**src/rtl/io_event_queue_pkg.sv**
```systemverilog
// Shared definitions for the IO event queue: channel indices and width helpers.
package io_event_queue_pkg;

    // Channel bit positions for the front-panel event sources
    localparam int CH_CENTER   = 0;
    localparam int CH_NORTH    = 1;
    localparam int CH_EAST     = 2;
    localparam int CH_SOUTH    = 3;
    localparam int CH_WEST     = 4;
    localparam int CH_ROT_PUSH = 5;
    localparam int CH_ROT_EVT  = 6;
    localparam int CH_ROT_LEFT = 7;

    // One queue entry is {timestamp, channel bits}
    function automatic int entry_width(input int ts_w, input int num_ch);
        return ts_w + num_ch;
    endfunction

    // Occupancy needs one extra bit so that DEPTH itself is representable
    function automatic int level_width(input int depth);
        return $clog2(depth) + 1;
    endfunction

endpackage

```
**src/rtl/event_fifo_core.sv**
```systemverilog
// First-word-fall-through FIFO: storage, wrapping pointers and occupancy.
module event_fifo_core
    import io_event_queue_pkg::*;
#(
    parameter int WIDTH = 24,
    parameter int DEPTH = 32,
    localparam int LVL_W = level_width(DEPTH),
    localparam int PTR_W = $clog2(DEPTH)
) (
    input  logic             clk,
    input  logic             rst,
    input  logic             wr_en_i,
    input  logic [WIDTH-1:0] wr_data_i,
    input  logic             rd_en_i,
    output logic [WIDTH-1:0] rd_data_o,
    output logic             empty_o,
    output logic             full_o,
    output logic [LVL_W-1:0] level_o
);

    logic [WIDTH-1:0] mem_q [DEPTH];
    logic [PTR_W-1:0] wr_ptr_q, wr_ptr_d;
    logic [PTR_W-1:0] rd_ptr_q, rd_ptr_d;
    logic [LVL_W-1:0] level_q, level_d;
    logic             rd_ok, wr_ok;

    assign empty_o   = (level_q == '0);
    assign full_o    = (level_q == LVL_W'(DEPTH));
    assign level_o   = level_q;
    assign rd_data_o = mem_q[rd_ptr_q];

    // A pop only counts when there is something to pop; a write into a full
    // queue is only accepted when the same-cycle pop frees a slot.
    assign rd_ok = rd_en_i && !empty_o;
    assign wr_ok = wr_en_i && (!full_o || rd_ok);

    // Next pointers (power-of-two depth, so natural wrap) and occupancy
    always_comb begin
        wr_ptr_d = wr_ptr_q;
        rd_ptr_d = rd_ptr_q;
        level_d  = level_q;
        if (wr_ok) wr_ptr_d = wr_ptr_q + PTR_W'(1);
        if (rd_ok) rd_ptr_d = rd_ptr_q + PTR_W'(1);
        case ({wr_ok, rd_ok})
            2'b10:   level_d = level_q + LVL_W'(1);
            2'b01:   level_d = level_q - LVL_W'(1);
            default: level_d = level_q;
        endcase
    end

    // Pointer and occupancy registers
    always_ff @(posedge clk) begin
        if (rst) begin
            wr_ptr_q <= '0;
            rd_ptr_q <= '0;
            level_q  <= '0;
        end else begin
            wr_ptr_q <= wr_ptr_d;
            rd_ptr_q <= rd_ptr_d;
            level_q  <= level_d;
        end
    end

    // Entry storage; contents are don't-care while empty, so no reset
    always_ff @(posedge clk) begin
        if (!rst && wr_ok) mem_q[wr_ptr_q] <= wr_data_i;
    end

endmodule

```
**src/rtl/io_event_queue.sv**
```systemverilog
// Timestamped event queue: masks channel pulses, stamps them, queues them,
// and tracks entries lost to a full queue.
module io_event_queue
    import io_event_queue_pkg::*;
#(
    parameter int NUM_CH   = 8,
    parameter int DEPTH    = 32,
    parameter int TS_WIDTH = 16,
    parameter int DROP_W   = 8
) (
    input  logic                                      clk,
    input  logic                                      rst,
    input  logic [NUM_CH-1:0]                         ev_in,
    input  logic [NUM_CH-1:0]                         ev_mask,
    input  logic                                      rd_en,
    output logic [entry_width(TS_WIDTH, NUM_CH)-1:0]  dout,
    output logic                                      empty,
    output logic                                      full,
    output logic [level_width(DEPTH)-1:0]             level,
    output logic                                      overflow,
    output logic [DROP_W-1:0]                         drop_count,
    input  logic                                      clr_ovf
);

    localparam int EW = entry_width(TS_WIDTH, NUM_CH);

    logic [NUM_CH-1:0] ev_m;
    logic [EW-1:0]     cand;
    logic              enq, pop, drop;
    logic              ovf_q, ovf_d;
    logic [DROP_W-1:0] drop_q, drop_d;

    // All channels firing together share one entry
    assign ev_m = ev_in & ev_mask;
    assign enq  = |ev_m;

    generate
        if (TS_WIDTH > 0) begin : g_ts
            logic [TS_WIDTH-1:0] ts_q;
            // Free-running timestamp, wraps naturally
            always_ff @(posedge clk) begin
                if (rst) ts_q <= '0;
                else     ts_q <= ts_q + TS_WIDTH'(1);
            end
            assign cand = {ts_q, ev_m};
        end else begin : g_nots
            assign cand = ev_m;
        end
    endgenerate

    event_fifo_core #(
        .WIDTH (EW),
        .DEPTH (DEPTH)
    ) u_fifo (
        .clk       (clk),
        .rst       (rst),
        .wr_en_i   (enq),
        .wr_data_i (cand),
        .rd_en_i   (rd_en),
        .rd_data_o (dout),
        .empty_o   (empty),
        .full_o    (full),
        .level_o   (level)
    );

    // An entry is lost only when full and no same-cycle pop makes room
    assign pop  = rd_en && !empty;
    assign drop = enq && full && !pop;

    // Overflow bookkeeping; a clear wins over a same-cycle drop
    always_comb begin
        ovf_d  = ovf_q;
        drop_d = drop_q;
        if (clr_ovf) begin
            ovf_d  = 1'b0;
            drop_d = '0;
        end else if (drop) begin
            ovf_d = 1'b1;
            if (drop_q != '1) drop_d = drop_q + DROP_W'(1);
        end
    end

    // Overflow state registers
    always_ff @(posedge clk) begin
        if (rst) begin
            ovf_q  <= 1'b0;
            drop_q <= '0;
        end else begin
            ovf_q  <= ovf_d;
            drop_q <= drop_d;
        end
    end

    assign overflow   = ovf_q;
    assign drop_count = drop_q;

endmodule

```
**config.mk**
```make
export PLATFORM = sky130hd
export DESIGN_NAME = io_event_queue
export DESIGN_NICKNAME = d
export VERILOG_FILES = /design/src/rtl/io_event_queue_pkg.sv /design/src/rtl/event_fifo_core.sv /design/src/rtl/io_event_queue.sv
export SDC_FILE = /design/constraint.sdc
export NUM_CORES = 1
export LEC_CHECK = 0
export BUFFER_PORTS_ARGS = -buffer_cell sky130_fd_sc_hd__buf_4
export CAP_MARGIN = 40
export CORE_UTILIZATION = 62
export DETAILED_ROUTE_END_ITERATION = 7
export GPL_TIMING_DRIVEN = 0
export PLACE_DENSITY = 0.79
export SETUP_SLACK_MARGIN = 0.15
export SLEW_MARGIN = 20
export SYNTH_ARGS = -nofsm -noshare
export SYNTH_HDL_FRONTEND = slang
export SYNTH_HIERARCHICAL = 1
export SYNTH_SLANG_ARGS = --single-unit
```
**constraint.sdc**
```tcl
create_clock -name clk -period 3.9 [get_ports clk]
set_input_delay 0.195 -clock clk [delete_from_list [all_inputs] [get_ports clk]]
set_output_delay 0.195 -clock clk [all_outputs]
set_load 0.02 [all_outputs]
```
# Word level (Yosys, flattened, before mapping)
# Memories as Yosys holds them, arrays and structs flattened. A register that Yosys moved wholly into a read port is not among the register bits.
# Index checks and enable logic that the tools add are counted.
[word_totals]
output_inout_bits = 41
regBits = 41
input_bits = 20
mem_bits_rw = 768
memories = 1
wordCells = 38
[op_classes]
mux = 5
n_bitwise = 1
n_eq_ne = 4
addsub = 6
n_reduce_logical = 15
[mem_list]
columns = ["memory", "words", "width", "read_ports", "rd_ports_with_merged_regs", "wr", "line_no", "rtl"]
rows = [
  ["u_fifo.mem_q", 32, 24, 1, 1, 1, "event_fifo_core.sv:21", "logic [WIDTH-1:0] mem_q [DEPTH];"],
]
[op_table]
columns = ["op", "n"]
rows = [
  ["$add A16 B1 Y16 const B", 1],
  ["$pmux W6 S2", 1],
  ["$add A5 B1 Y5 const B", 2],
  ["$mux W5", 2],
  ["$add A8 B1 Y8 const B", 1],
  ["$and A8 B8 Y8", 1],
  ["$ne A8 B8 Y1 const B", 1],
  ["$reduce_or A8 Y1", 1],
  ["$add A6 B1 Y6 const B", 1],
  ["$eq A6 B6 Y1 const B", 1],
  ["$logic_not A6 Y1", 1],
  ["$sub A6 B1 Y6 const B", 1],
  ["$logic_and A1 B1 Y1", 5],
  ["$logic_not A1 Y1", 4],
  ["$eq A2 B1 Y1 const B", 1],
  ["$eq A2 B2 Y1 const B", 1],
  ["$mux W1", 2],
  ["$reduce_and A2 Y1", 1],
  ["$reduce_bool A2 Y1", 1],
  ["$reduce_or A2 Y1", 1],
  ["$logic_or A1 B1 Y1", 1],
]

# Logic depth before layout (Yosys ltp)
# Gate-level depths: netlist of run 1.
[depth]
word_depth = 8
ltp_mapped = 13
ltp_nobuf = 12

# Cells and area by module
# Netlist of run 1, hierarchy kept.
[by_module_without_submodules]
columns = ["module", "cells_each", "seq_area_each_um2", "area_each_um2", "n_inst"]
rows = [
  ["event_fifo_core", 1266, 23482.5, 30360.4, 1],
  ["io_event_queue", 142, 500.5, 1198.6, 1],
]

# Worst setup path before layout of run 1
# OpenSTA, ideal clock, no wires.
[synth_path]
kind = "input to register"
start = "in ev_in[0]"
end = "mem u_fifo.mem_q[31][0] (enable)"
slack_ns = 0.697
arrival_ns = 2.768
setup_ns = 0.435
required_ns = 3.465
path_buffers = 1
cell_stages = 6
cell_sequence = "nand2_1 -> nand4_1 -> or2_2 -> clkbuf_1 -> o311ai_1 -> nor3_1"
[synth_between]
elab_chain_len = 6
[synth_lines]
columns = ["item", "line_no", "rtl"]
rows = [
  ["from (decl)", "io_event_queue.sv:13", "input logic [NUM_CH-1:0] ev_in,"],
  ["$and A8 B8 Y8", "io_event_queue.sv:34", "assign ev_m = ev_in & ev_mask;"],
  ["$reduce_or A8 Y1", "io_event_queue.sv:35", "assign enq = |ev_m;"],
  ["net enq", "io_event_queue.sv:29", "logic enq, pop, drop;"],
  ["$logic_and A1 B1 Y1", "event_fifo_core.sv:35", "assign wr_ok = wr_en_i && (!full_o || rd_ok);"],
  ["$logic_and A1 B1 Y1", "event_fifo_core.sv:66", "if (!rst && wr_ok) mem_q[wr_ptr_q] <= wr_data_i;"],
  ["$mux W1", "event_fifo_core.sv:66", ""],
  ["$mux W1 (implied by the code)", "event_fifo_core.sv:66", ""],
  ["to (decl)", "event_fifo_core.sv:21", ""],
]
# The timed path passes the listed nets, and every way through them passes these cells.

==> summary by stage, run 1 <==
Outcome
The flow ran to the end, but the final reports show violations. The final reports fail on negative hold slack.

Logic synthesis
Counting every net in the synthesized netlist gives 1,440. Summed over its instances, the top area cell type makes up 73.1% of the synthesized netlist area. The main flop type after synthesis is edfxtp_1. The cell area after synthesis is 31,600 sq um. In this run, synthesis inferred 768 flip-flops with an integrated enable. In the synthesized netlist the async set-or-reset flop fraction comes to 0%. The synthesis-stage register bit count is 814. By instance count, the leading cell after synthesis is edfxtp_1. By count the netlist is led by edfxtp_1 (768), mux4_2 (240), nor2_1 (65), dfxtp_1 (46), clkbuf_1 (39).

By area the synthesized netlist is led by edfxtp_1 (73%), mux4_2 (17%), dfxtp_1 (2.9%). The synthesized netlist cell count is 1,408. The dominant cell type by area after synthesis is edfxtp_1. Averaged over all synthesized cells, the footprint is 22.4 sq um. Synthesis instantiated 53 different standard cells from the library. The part of the Yosys area used for sequential elements is 76.0%.

Yosys printed 6 warnings.

Power
The combinational cell fraction of total power is 19.7%. The sequential share of power is 45.2%. IR analysis of the VDD net gives a maximum drop of 0.000426 V. The overall power of the completed layout is 0.0215 W.

The power per standard cell area is 582 nW/um^2. The static power due to leakage is 11.7 nW. For this design the total switching power over the nets is 0.00543 W. Of the total power, the share spent switching nets is 25.3%. The share of total power dissipated in the clock network is 35.1%. The cell internal power dissipation is 0.0160 W.

Timing
The worst hold slack is -47.3 ps. Setup repair after global routing could not meet its margin everywhere. Based on the critical path, the design can be clocked at up to 269 MHz. The worst pin sits at a relative slew slack of 41.3%. The final worst-path cycle share is 95.5%. The final-report max-slew violation count is 0. The minimum period implied by the final worst setup slack is 3720 ps.

Clock skew on the completed layout was measured at 25.9 ps. For the pin with the worst max-slew slack, the measured transition is 880 ps. Across all setup checks in the final design, the least slack found is 176 ps. The hold violation total from the final report was 2.

The final setup violation count is 0.

Cells and area
The layout has 2,629 filler cells. In the final layout, the share of cells above drive strength 1 is 35.2%. Relative to the synthesized area, the layout overhead comes to 16.9%. The final antenna diode count is 0. After the last flow step, the layout net total stands at 1,637.

Critical path
The required time of the worst setup path is 3700 ps. STA classifies the critical path endpoint as a primary output. The category of the most critical setup path is register to primary output.

STA puts the critical path data arrival time at 3530 ps. On the critical path, the stage with the largest delay is an instance of mux4_2. The nature of the critical path startpoint is a register. For this run, the slowest stage of the critical path takes 560 ps.

Of all nets on the critical path, the largest fanout is 10. Traced cell by cell, the critical path runs through clkbuf_2, clkbuf_2, mux4_2, mux4_2, mux2_2, buf_4.

Flow run
Max-cap violations in this run came to 0.

CTS
Clock latency on the worst-skew pair, taken at its later pin, is 620 ps. Clock-pin slew was measured on the worst setup and hold paths at 60 ps. The clock tree synthesis step divided the H-tree into 3 levels. The worst-case clock buffer depth is 3. In this run, CTS created clock tree buffers numbering 78. Once the clock tree was built, the setup fixing pass inserted 0 buffers. TritonCTS built the clock tree. The CTS root buffer is clkbuf_16. The clock net sink count is 814.

Floorplanning
The floorplan has 82 rows. The initial core utilization is 62.9%. The die extent in x is 228 um. The I/O pin total is 61. The floorplan core area is 50,200 sq um. The die covers 51,800 sq um. In this run the vertical extent of the chip is 228 um.

Placed design
The post-detailed-placement half-perimeter wirelength is 47,400 um. The count of input and output buffers is 60. The worst-case setup slack after placement is 392 ps. At the end of routability-driven placement, the weighted congestion stood at 0.806.

Global routing
The met1 track utilization from global routing is 41.4%. For this run the aggregate overflow at the end of global routing stands at 0. Entering global routing, the biggest net connects 38 pins.

met2 is the most crowded layer. The initial antenna violation count was 2. The first global-routing pass estimated 111,000 um of wire. Global routing consumed, over all layers together, 31.3% of the routing resources. The met2 track utilization from global routing is 52.4%. The via count of the first global-routing pass came to 16,308. The met3 layer usage reported by global route is 5.71%.

Route
The overall routed net length is 77,700 um. The number of vias per cell is 6.89. In this run the remaining antenna-violating nets after routing total 0. The detailed-route wire length per cell is 33.4 um.

For this run, design rule violations remaining after detail routing come to 0. The total via count in the routed design is 16,042. The count of routing violations after the opening detailed-route iteration is 2,095. The first detailed-routing pass ran for 5 iterations.

Min path
The min-delay analysis places its worst path in the category input port to register.
-- power by group through the flow --
| stage | sequential (W) | combinational (W) | clock (W) |
|---|---|---|---|
| 6_report | 0.00971 | 0.00422 | 0.00754 |
| 3_5_place_dp | 0.00989 | 0.00406 | 0 |
| 3_3_place_gp | 0.00989 | 0.00388 | 0 |
| 5_1_grt | 0.00971 | 0.00440 | 0.00790 |
| 2_1_floorplan | 0.00987 | 0.00278 | 0 |
| 4_1_cts | 0.00971 | 0.00419 | 0.00761 |
-- kinds of logic (layout without fill, tap and decap cells) --
group	count (synthesis)	after routing	synth area share (%)
AO/OA/AOI/OAI	53	53	1.21
XOR/XNOR	20	20	0.555
adder cells (fa/ha/maj)	12	12	0.500
buffers and inverters	90	339	1.26
flip-flops	814	814	76.0
multiplexers	267	267	18.1
AND/OR/NAND/NOR	152	152	2.40
-- sequential cells by signal, indices dropped and copies added, names as in the netlist, named ones only --
name / flops
drop_count: 8
g_ts.ts_q: 16
overflow: 1
u_fifo/level_o: 6
u_fifo/mem_q: 768
u_fifo/rd_ptr_q: 5
u_fifo/wr_ptr_q: 5
-- area by class of cell --
| type | instances | area, sq um | share of cell area (%) |
|---|---|---|---|
| tap | 672 | 841 | 2.28 |
| buffer | 70 | 410 | 1.11 |
| clock buffer | 97 | 2090 | 5.66 |
| multi-input combinational | 504 | 7410 | 20.1 |
| sequential | 814 | 24000 | 65.0 |
| timing repair buffer | 117 | 1650 | 4.47 |
| inverter | 20 | 75.1 | 0.204 |
| clock inverter | 35 | 415 | 1.13 |
-- worst max-delay path, delay by kind of cell (launching register included) --
kind                   cells  cell delay, ps
DFF                        1             500
buffers and inverters      3            1050
muxes                      3            1340
-- repair_timing --
| item | 4_1_cts | 5_1_grt |
|---|---|---|
| gates cloned | 0 | 0 |
| endpoints found under the setup margin | 24 | 10 |
| hold buffers | 1 | 0 |
| endpoints found under the hold margin | 1 | 0 |
| gates resized for setup | 28 | 11 |
-- per-layer routing --
metal | wire [um] | vias to the layer above
met4 | 2770 | 4
met5 | 27 | -
met3 | 7750 | 181
met1 | 27400 | 8454
li1 | - | 6321
met2 | 39800 | 1082
-- placed cells by master (no fill, tap or decap), drive strengths merged, types with 3 or more instances in the layout --
master / instances
edfxtp: 768
mux4: 240
clkbuf: 141
buf: 140
nor2: 65
dfxtp: 46
nand2: 24
mux2: 24
inv: 24
clkinv: 19
a21oi: 14
o21ai: 14
xor2: 12
nand3: 11
ha: 11
or3: 10
bufinv: 9
nand4: 9
xnor2: 8
o31ai: 6
and3: 5
nor3: 5
or4: 4
nand3b: 4
or2: 3
clkinvlp: 3
nand2b: 3
o21a: 3
mux2i: 3
o221ai: 3
-- worst paths after layout --
path / startpoint / depth (start not counted) / slack [ps] / endpoint
worst max-delay path: register / 6 / 180 / dout[19]
worst max register to register: u_fifo/level_o[0] / 11 / 560 / u_fifo/level_o[5]
worst min register to register: overflow / 2 / 510 / overflow
worst min-delay path: ev_mask[5] / 3 / -50 / u_fifo/mem_q[4][5]
-- per-stage QoR --
step	instance area, sq um	hold slack (ps)	instances	TNS [ps]	util (%)
6_report	36900	-47.3	2329	0	73.5
5_1_grt	36900	9.31	2329	0	73.5
4_1_cts	36700	9.98	2322	0	73.2
3_5_place_dp	34200	471	2189	0	68.1
3_3_place_gp	32900	459	2140	-441840	65.5
2_1_floorplan	31600	357	1408	0	-
No activity file was read; power rests on OpenSTA's default activity.
==> inputs of run 2 (changes only) <==
--- a/config.mk
+++ b/config.mk
@@ -6,12 +6,13 @@
 export NUM_CORES = 1
 export LEC_CHECK = 0
 export BUFFER_PORTS_ARGS = -buffer_cell sky130_fd_sc_hd__buf_4
-export CAP_MARGIN = 40
+export CAP_MARGIN = 5
 export CORE_UTILIZATION = 62
 export DETAILED_ROUTE_END_ITERATION = 7
-export GPL_TIMING_DRIVEN = 0
+export GPL_TIMING_DRIVEN = 1
 export PLACE_DENSITY = 0.79
 export SETUP_SLACK_MARGIN = 0.15
+export SKIP_LAST_GASP = 1
 export SLEW_MARGIN = 20
 export SYNTH_ARGS = -nofsm -noshare
 export SYNTH_HDL_FRONTEND = slang
==> run 2 against run 1 <==
- the run now ends clean
- sequential power grew 0.5%
- cell area decreased by 3.0%
- non-clock buffer count fell by 80
- critical endpoint is now dout[16]
- wire length decreased by 4.3%
- global-route usage fell by 1.3 points
- worst hold slack gained 110 ps
- worst setup slack better by 230 ps
- critical path depth decreased by 1
- sequential share of layout area rose by 2.1 points
- power is 2.4% lower
- register-to-register slack improved by 60 ps
- critical path type unchanged
- final cell count down 3.1%
==> summary by stage, run 2 (same netlist as run 1, synthesis figures left out) <==
Floorplanning
Row generation in the floorplan step produced 82 rows. 61 I/O pins were placed. Measured along the x axis, the die boundary spans 228 um. The die covers 51,800 sq um. In this run the standard cell core region covers 50,200 sq um. Once the floorplan was initialized, standard cells occupied 62.9% of the core. The vertical extent of the die is 228 um.

Route
The overall routed net length is 74,400 um. The total via count in the routed design is 15,457. The detailed-route wire length per cell is 33.0 um. The first detailed-routing pass took 5 iterations. The post-route antenna net violation count is 0. After detailed routing, the number of vias per cell comes to 6.85. The count of routing violations after the opening detailed-route iteration is 1,610. The post-detailed-route DRC marker count is 0.

Critical path
The worst setup path is captured at a primary output. The biggest fanout along the worst timing path is 27. STA classifies the critical path startpoint as a register. The category of the most critical setup path is register to primary output.

At the worst endpoint, the arrival time is 3300 ps. The required time of the worst setup path is 3700 ps. On the critical path, the stage with the largest delay is an instance of mux4_2. The maximum single-stage delay on the critical path is 580 ps. The critical path goes through buf_4, mux4_2, mux4_2, mux2_2, buf_4.

Global routing
The largest net degree at the start of global routing is 47. The first global-routing pass estimated 108,000 um of wire. The via count of the first global-routing pass is 15,958. The initial antenna violation count was 1. The final global-route overflow total is 0.

The total track usage is 30.0%.

CTS
TritonCTS built the clock tree. The TritonCTS buffer count is 77. The clock net sink count is 814. The clock slew at the register clock pins of the worst setup and hold paths is 60 ps. The H-tree was split into 3 levels.

The worst-case clock buffer depth is 3. The CTS root buffer is clkbuf_16. The clock reaches the later pin of the worst-skew pair after 630 ps.

Timing
Setup violations remaining at the end of the flow were counted as 0. The summed negative setup slack over all endpoints is 0 ps. The minimum period implied by the final worst setup slack is 3500 ps. On the final layout, the worst clock skew is 33.5 ps. Headroom to the max-slew limit came out at 20.2%. For the pin with the worst max-slew slack, the measured transition is 1190 ps.

Setup repair after global routing left no endpoint under its margin. The maximum clock frequency is 286 MHz. The final critical path takes up 89.7% of the cycle.

The hold violation total from the final report came to 0. The final-report max-slew violation count is 0.

Placed design
The post-detailed-placement half-perimeter wirelength is 40,800 um. The placer congestion estimate is 0.829. The count of input and output buffers is 60.

Power
VDD sags by at most 0.000397 V. The static power due to leakage is 11.2 nW. Summing internal, switching and leakage power gives 0.0210 W.

The power per standard cell area is 586 nW/um^2.

Flow run
The number of violations of the max-capacitance limit is 0.

Cells and area
The library cell used most frequently in the layout, excluding fill and tap cells, is edfxtp_1. The net count of the finished layout is 1,556. The post-route netlist has 33.8% of its cells at a drive strength greater than 1. The register with the most flip-flops is u_fifo/mem_q. 0 antenna diodes ended up in the layout. The area growth from synthesis to layout is 13.3%.

The top cell types in the final layout, fill and taps aside, are edfxtp_1 (768), mux4_2 (240), buf_4 (94), clkbuf_16 (80), dfxtp_1 (41). The flip-flop count of the largest register, all copies and words added is 768.

Outcome
The run finished with clean final reports.

Min path
The type of the tightest min-delay check is input port to register.
==> run 2: routing by layer <==
layer	vias up	GRT usage [%]	part of all wire (%)
li1	6168	-	-
met1	8236	39.5	37
met2	895	50.6	51
met3	156	5.32	8.4
met4	2	11.6	3.1
met5	-	0	0.016
==> run 2: stage by stage <==
| step | cells | utilization [%] | setup WS (ps) | area (sq um) | hold WS (ps) |
|---|---|---|---|---|---|
| floorplan | 1408 | - | 697 | 31600 | 357 |
| global placement | 2112 | 66.2 | 687 | 33200 | 455 |
| global route | 2256 | 71.3 | 251 | 35800 | 56.9 |
| finish | 2256 | 71.3 | 402 | 35800 | 61.0 |
| CTS | 2253 | 71.1 | 342 | 35700 | 17.4 |
| detailed placement | 2112 | 66.2 | 601 | 33200 | 459 |
==> run 2: layout make-up <==
cell class                 count  area [sq um]
timing repair buffer         107           968
fill                        2747         14400
multi-input combinational    504          7410
sequential                   814         24000
tap                          672           841
clock buffer                  97          2140
inverter                      20          75.1
clock inverter                42           335
==> run 2: critical path: cells and delay by family, from the launching register on <==
| kind | cells | cell delay (ps) |
|---|---|---|
| buffers and inverters | 2 | 710 |
| DFF | 1 | 560 |
| muxes | 3 | 1400 |
==> run 2: timing repair <==
item | 4_1_cts | 5_1_grt
setup buffers | 0 | 0
resized for setup | 0 | 0
endpoints found under the hold margin | 13 | 0
hold buffers | 2 | 0
setup endpoints to repair | 0 | 0
==> run 2: path summary, 6_finish.rpt <==
path | start | end | slack [ps] | depth (start not counted)
max | register | dout[16] | 400 | 5
min | rd_en | u_fifo/level_o[2] | 60 | 4
max reg2reg | u_fifo/level_o[0] | u_fifo/level_o[5] | 620 | 10
min reg2reg | overflow | overflow | 500 | 2
==> run 2: power by group <==
group	internal [W]	leakage (nW)	total, W	switching (W)
Combinational	0.00196	2.57	0.00385	0.00189
Clock	0.00416	1.21	0.00734	0.00318
Sequential	0.00962	7.46	0.00976	0.000142
Total	0.0157	11.2	0.0210	0.00521
